## src/rtl/stall_mem_pkg.sv

```systemverilog
// Shared types and constants for the multi-cycle stall_mem data memory.
package stall_mem_pkg;

    typedef enum logic [1:0] {
        IDLE = 2'd0,
        BUSY = 2'd1,
        DONE = 2'd2
    } state_e;

    localparam int CNT_W             = 4;
    localparam int DEFAULT_LATENCY   = 4;
    localparam int DEFAULT_ADDR_BITS = 8;

endpackage

```

## src/rtl/stall_mem_array.sv

```systemverilog
// Synchronous 2^ADDR_BITS x 16 storage: one write port, one registered read port.
// Contents are not reset; only the read register is.
module stall_mem_array #(
    parameter int ADDR_BITS = 8
) (
    input  logic                 clk,
    input  logic                 rst,
    input  logic                 we_i,
    input  logic                 re_i,
    input  logic [ADDR_BITS-1:0] addr_i,
    input  logic [15:0]          wdata_i,
    output logic [15:0]          rdata_o
);

    logic [15:0] mem_q [2**ADDR_BITS];
    logic [15:0] rdata_q;

    always_ff @(posedge clk) begin
        if (we_i) begin
            mem_q[addr_i] <= wdata_i;
        end
    end

    // Read data is held between loads so DataOut stays stable after Done.
    always_ff @(posedge clk) begin
        if (rst) begin
            rdata_q <= '0;
        end else if (re_i) begin
            rdata_q <= mem_q[addr_i];
        end
    end

    assign rdata_o = rdata_q;

endmodule

```

## src/rtl/stall_mem.sv

```systemverilog
// Multi-cycle data memory responder with Stall/Done handshake and err pulse.
// Define STALL_MEM_ALIGN_CHECK_EN to reject requests with Addr[0]=1.
module stall_mem
    import stall_mem_pkg::*;
#(
    parameter int LATENCY   = DEFAULT_LATENCY,
    parameter int ADDR_BITS = DEFAULT_ADDR_BITS
) (
    input  logic        clk,
    input  logic        rst,
    input  logic [15:0] Addr,
    input  logic [15:0] DataIn,
    input  logic        Rd,
    input  logic        Wr,
    output logic [15:0] DataOut,
    output logic        Done,
    output logic        Stall,
    output logic        err
);

    if (LATENCY < 2 || LATENCY > 15) begin : g_bad_latency
        $error("stall_mem: LATENCY must be in 2..15");
    end

    state_e                 state_q;
    logic [CNT_W-1:0]       cnt_q;
    logic [ADDR_BITS-1:0]   addr_q;
    logic [15:0]            data_q;
    logic                   isWrite_q;
    logic                   done_q;
    logic                   err_q;

    logic                   misaligned;
    logic                   reqIllegal;
    logic                   reqValid;
    logic                   lastBusy;
    logic                   commitWr;
    logic                   loadRd;
    logic                   unusedAddrBits;

`ifdef STALL_MEM_ALIGN_CHECK_EN
    assign misaligned = Addr[0];
`else
    assign misaligned = 1'b0;
`endif

    assign unusedAddrBits = ^Addr;

    assign reqIllegal = (Rd && Wr) || (misaligned && (Rd || Wr));
    assign reqValid   = (Rd ^ Wr) && !reqIllegal;

    // The access happens on the edge that leaves BUSY; reset on that edge aborts it.
    assign lastBusy = (state_q == BUSY) && (cnt_q == CNT_W'(1));
    assign commitWr = lastBusy &&  isWrite_q && !rst;
    assign loadRd   = lastBusy && !isWrite_q && !rst;

    always_ff @(posedge clk) begin
        if (rst) begin
            state_q   <= IDLE;
            cnt_q     <= '0;
            addr_q    <= '0;
            data_q    <= '0;
            isWrite_q <= 1'b0;
            done_q    <= 1'b0;
            err_q     <= 1'b0;
        end else begin
            done_q <= 1'b0;
            err_q  <= 1'b0;
            case (state_q)
                BUSY: begin
                    cnt_q <= cnt_q - 1'b1;
                    if (cnt_q == CNT_W'(1)) begin
                        state_q <= DONE;
                        done_q  <= 1'b1;
                    end
                end
                default: begin
                    // IDLE and DONE both accept; requests seen while BUSY are dropped.
                    if (reqValid) begin
                        state_q   <= BUSY;
                        cnt_q     <= CNT_W'(LATENCY - 1);
                        addr_q    <= Addr[ADDR_BITS:1];
                        data_q    <= DataIn;
                        isWrite_q <= Wr;
                    end else begin
                        state_q <= IDLE;
                        err_q   <= reqIllegal;
                    end
                end
            endcase
        end
    end

    stall_mem_array #(
        .ADDR_BITS(ADDR_BITS)
    ) u_array (
        .clk     (clk),
        .rst     (rst),
        .we_i    (commitWr),
        .re_i    (loadRd),
        .addr_i  (addr_q),
        .wdata_i (data_q),
        .rdata_o (DataOut)
    );

    assign Done  = done_q;
    assign Stall = (state_q == BUSY);
    assign err   = err_q;

endmodule

```

## config.mk

```make
export PLATFORM = sky130hd
export DESIGN_NAME = stall_mem
export DESIGN_NICKNAME = d
export VERILOG_FILES = /design/src/rtl/stall_mem_pkg.sv /design/src/rtl/stall_mem_array.sv /design/src/rtl/stall_mem.sv
export SDC_FILE = /design/constraint.sdc
export NUM_CORES = 2
export LEC_CHECK = 0
export ABC_AREA = 0
export BUFFER_PORTS_ARGS = -buffer_cell sky130_fd_sc_hd__buf_2
export CAP_MARGIN = 5
export CORE_MARGIN = 2
export CORE_UTILIZATION = 40
export DETAILED_ROUTE_END_ITERATION = 10
export PLACE_DENSITY = 0.53
export SYNTH_ARGS = -nofsm -noshare
export SYNTH_HDL_FRONTEND = slang
export SYNTH_HIERARCHICAL = 1
export SYNTH_SLANG_ARGS = --single-unit
export TNS_END_PERCENT = 50
```

## constraint.sdc

```tcl
create_clock -name clk -period 5.5 [get_ports clk]
set_input_delay 0 -clock clk [delete_from_list [all_inputs] [get_ports clk]]
set_output_delay 0 -clock clk [all_outputs]
set_load 0.01 [all_outputs]
```

# Yosys cells after proc, flatten, opt, wreduce, memory -nomap -nowiden
# Memories as Yosys holds them, arrays and structs flattened. A register that Yosys moved wholly into a read port is not among the register bits.
# Index checks and enable logic that the tools add are counted.
word_totals:
  reg_bits: 33
  latch_bits: 0
  ram_bits: 4096
  rom_bits: 0
  input_bits: 36
  out_inout_bits: 19
  elab_cells: 36
  memories: 1
op_classes:
  add_sub_neg: 1
  mul: 0
  div_mod_pow: 0
  n_lt_le_gt_ge: 0
  eq_ne: 3
  n_shift: 0
  mux: 8
  bitwise_logic: 2
  reduce_logical: 14
mem_list:
  columns: ["memory", "words", "word_bits", "rd", "rd_ports_with_merged_regs", "wr", "line_no", "source"]
  rows:
  - ["u_array.mem_q", 256, 16, 1, 1, 1, "stall_mem_array.sv:15", "logic [15:0] mem_q [2**ADDR_BITS];"]
ops:
  columns: ["cell", "n"]
  rows:
  - ["4-bit 2-to-1 mux", 2]
  - ["1-bit logical AND", 7]
  - ["4-bit by 1-bit equality test with 1-bit output (second input constant)", 1]
  - ["1-bit 2-to-1 mux", 4]
  - ["2-bit 2-to-1 mux", 2]
  - ["4-bit by 1-bit subtractor with 4-bit output (second input constant)", 1]
  - ["1-bit logical NOT", 3]
  - ["3-bit OR reduction", 1]
  - ["2-bit by 1-bit equality test with 1-bit output (second input constant)", 1]
  - ["2-bit by 1-bit inequality test with 1-bit output (second input constant)", 1]
  - ["2-bit AND reduction", 1]
  - ["2-bit nonzero test", 1]
  - ["2-bit OR reduction", 1]
  - ["1-bit inverter", 1]
  - ["1-bit bitwise XOR", 1]

# Longest topological paths before layout
depth:
  ltp_word: 6
  mapped_depth: 14
  mapped_depth_nobuf: 12

# Cells and area by module
# The synthesis kept the hierarchy.
modules_own_cells:
  columns: ["mod", "instances", "cells_each", "area_per_inst_um2"]
  rows:
  - ["stall_mem_array", 1, 7039, 156771.6]
  - ["stall_mem", 1, 152, 1303.8]

# Worst setup path after synthesis
# Ideal clock, no wire load.
synth_timing:
  path_type: "register -> register"
  start: "register data_q[0]"
  end: "memory u_array.mem_q[0][0] (data pin)"
  setup_ps: 855
  arrival_ps: 3395
  t_required_ps: 4645
  setup_slack_ps: 1250
  stages_incl_launch_ff: 1
  path_buffers: 0
  period_less_slack_ps: 4250
  cell_sequence: "dfxtp_1"
synth_lines:
  columns: ["item", "line_no", "source"]
  rows:
  - ["start: declaration", "stall_mem.sv:28", "logic [15:0] data_q;"]
  - ["start signal: assignment", "stall_mem.sv:83", "data_q <= DataIn;"]
  - ["end: declaration", "stall_mem_array.sv:15", null]
# Straight into the memory's write port.

==> results.ini <==
[status]
outcome = finished, violations left
violations = max-capacitance violations

[clock_tree]
cts_resized = 0
path_clk_slew_ps = 60
cts_buffer_depth = 4
clock_tree_sinks = 4145
tritoncts.num_buffers = 425
cts.hold.buffers_added = 67
cts_setup_buffers = 0
clock_insertion_delay_worst_skew_ps = 990
cts_tree = done
htreeDepth = 5
clk_root_buffer_cell = clkbuf_16

[synthesis]
synthAdderAreaFrac_pct = 0.0237
post_synth_instance_area_um2 = 158000
synth_top_cells_by_count = 4096 x edfxtp_1, 934 x mux4_2, 304 x nor2_1
cell_type_contributing_the_most_total_cell_area_after_synthesis = edfxtp_1
synthesized_flop_and_latch_total = 4145
synth-seq-area-share_pct = 78.4
async_set_or_reset_register_ratio_after_synthesis_pct = 0
synthMuxAreaShare_pct = 14.7
synthesis.instances = 7191
synthSimpleGateAreaFrac_pct = 2.18
synth-edff-count = 4096
yosys_most_used_dff = edfxtp_1
yosys_warnings = 6
avgSynthCellArea_um2 = 22.0
post_synth_xor_area_fraction_pct = 0
ys_types = 72
synthesis.nets = 7230
area_fraction_in_compound_gates_after_synthesis_pct = 3.10
most_common_cell_in_the_synthesized_netlist = edfxtp_1
synth_top_cell_area_share_pct = 77.8
yosys-top-cells-area = edfxtp_1 78%, mux4_2 13%, mux2i_1 1.3%, o22ai_1 0.95%, nor2_1 0.72%
combinational_family_with_the_most_area_after_synthesis = multiplexers

[layout]
final_cell_area_um2 = 182000
multiInputGateArea_um2 = 32300
num-fill-cells = 32400
regArea_um2 = 124000
fin_nets = 7859
area_delta_synth_final_pct = 15.2
fraction_of_final_layout_cells_sized_beyond_drive_strength_1_pct = 28.2

[power]
p_leak_nw = 58.0
power.share.switching_pct = 22.2
power_mw = 68.5
netsw_mw = 15.2
clock_power_share_pct = 42.0
cellPowerDensity_nw_per_um2 = 376
part_of_the_total_power_dissipated_in_combinational_logic_pct = 6.5
p_seq_share_pct = 51.5
irDropWorstVdd_uv = 274
p_int_mw = 53.3

[sta]
final.setup.tns_ps = 0
clock.fmax_mhz = 223
fin_skew_ps = 52.1
slew_at_the_pin_closest_to_its_max_slew_limit_ps = 1500
drv_slew = 0
finalWorstPathRequiredPeriod_ps = 4490
timing.final.ws_setup_ps = 1010
hold_violations = 0
rsz0062_at_grt = false
setup_viol = 0
relSlewSlack_pct = 0.0469
post-route-period-util_pct = 81.6

[critical_path]
max_stage_delay_ps = 1270
crit_slowest_cell = o41ai_2
timing.critical_path.from_type = flop
endpoint_kind = flop
worst-setup-path-type = reg2reg
cpLargestDelayFamily = compound AO/OA/AOI/OAI gates
crit_buf_inv = 4
rrSetupSlack_ps = 1010
crit_cells = 9
worstRegToRegCells = 9
path_cells = buf_4 > buf_4 > nand3b_1 > buf_4 > buf_4 > o22ai_1 > o41ai_2 > a21oi_1 > o2bb2ai_1
path_common_cell = buf_4
crit_path_max_fanout = 18
critical_path_required_ps = 6380
critPathArrivalTime_ps = 5370

[detailed_routing]
final_antenna_net_count = 0
wl_um = 448000
detail_route.iter0.violations = 9508
drt-pass1-iter-count = 5
route.detailed.wl_per_inst_um = 33.5
detail_route.drc_violations = 0
num_vias = 78863
via_per_inst = 5.89

[grt]
global_route.overflow_total = 0
wire_length_of_the_first_global_routing_pass_um = 626000
number_of_global_route_vias_before_repair = 78899
maximum_number_of_pins_on_one_net_before_global_route_repair = 234
grt_use_total_pct = 22.2
number_of_antenna_violations_at_the_first_check_in_global_routing = 20

[placed_design]
post_dp_cell_area_um2 = 168000
finalWeightedCongestion = 0.851
dp_hpwl_um = 276000
placement.setup.worst_slack_ps = 1160
numPortBuffers = 46

[floorplanning]
fp.dieH_um = 633
io_pins = 55
starting_density_pct = 40.2
coreArea_um2 = 393000
die_area_um2 = 400000
die_x_um = 633
floorplan.rows = 230

[hold_path]
whs_path_depth = 4
hold_path_class = in2reg

[job]
max_cap_violations = 1

stage by stage:
step / utilization [%] / hold WS [ps] / cells
floorplan: - / 148 / 7191
global placement: 42.7 / 236 / 12543
detailed placement: 42.7 / 232 / 12545
CTS: 46.4 / 52.2 / 13384
global route: 46.4 / 61.4 / 13386
finish: 46.4 / 101 / 13392
sequential cells by signal (all words and copies together), names as in the netlist, 2 cells and up:
register         count
u_array/mem_q     4096
cnt_q                4
data_q              16
state_q              2
addr_q               8
u_array/rdata_o     16
placed cells by master, fill, tap and decap left out, types with 18 or more instances in the layout:
cell and n:
o21ai_0 66, nor2_2 73, nor2_1 230, nand2_1 127
dfxtp_4 20, a22o_1 22, a21oi_1 61, nor3_1 28
clkinv_2 67, a31oi_1 19, mux4_2 934, clkbuf_1 81
o22ai_1 239, a22oi_1 108, dfxtp_1 25, nand3_2 18
nand3_1 56, o22a_1 23, buf_2 46, nor3_2 48
clkinv_1 100, buf_4 470, buf_12 48, mux2i_1 210
bufinv_16 47, dlygate4sd3_1 67, edfxtp_1 4096, o221ai_1 27
a221oi_1 38, nor4_1 40, clkbuf_16 436
final cells by class:
| cell class | instances | area share (%) |
|---|---|---|
| multi-input cells | 2607 | 17.7 |
| well taps | 5220 | 3.59 |
| flip-flops and latches | 4145 | 68.1 |
| clock inverters | 247 | 1.38 |
| clock buffers | 525 | 6.22 |
| inverters | 9 | 0.0199 |
| repair buffers | 632 | 2.96 |
| diodes | 7 | 0.00962 |
layer usage:
layer  up-vias  track usage, %  wire [um]
met5         -               0          0
met3       549            3.89      33500
li1      31879               -          -
met4         0            6.77      14500
met2      3039            35.4     214000
met1     43396            31.2     187000
final timing paths:
path,startpoint,endpoint
setup / recovery,addr_q[2],u_array/rdata_o[1]
hold reg to reg,data_q[6],u_array/mem_q[158][6]
hold / removal,Addr[3],addr_q[2]
setup reg to reg,addr_q[2],u_array/rdata_o[1]
logic make-up after synthesis:
kind of cell	after synthesis
AO/OA/AOI/OAI	711
flip-flops	4145
adder cells (fa/ha/maj)	3
buffers and inverters	439
multiplexers	1155
AND/OR/NAND/NOR	738
tightest hold or removal path, cell delays in order:
cell,delay [ps]
dlygate4sd3_1,540
buf_2,140
nand3_1,230
a21oi_1,100
power groups by stage:
stage	Clock, mW	Combinational (mW)	Sequential (mW)
final	28.8	4.45	35.3
after global routing	30.6	4.67	35.3
after CTS	29.4	4.49	35.3
after detailed placement	0	4.45	35.9
after global placement	0	4.38	35.9
after floorplan	0	2.29	36.2
Note: power is estimated with default switching activity, not from simulation.
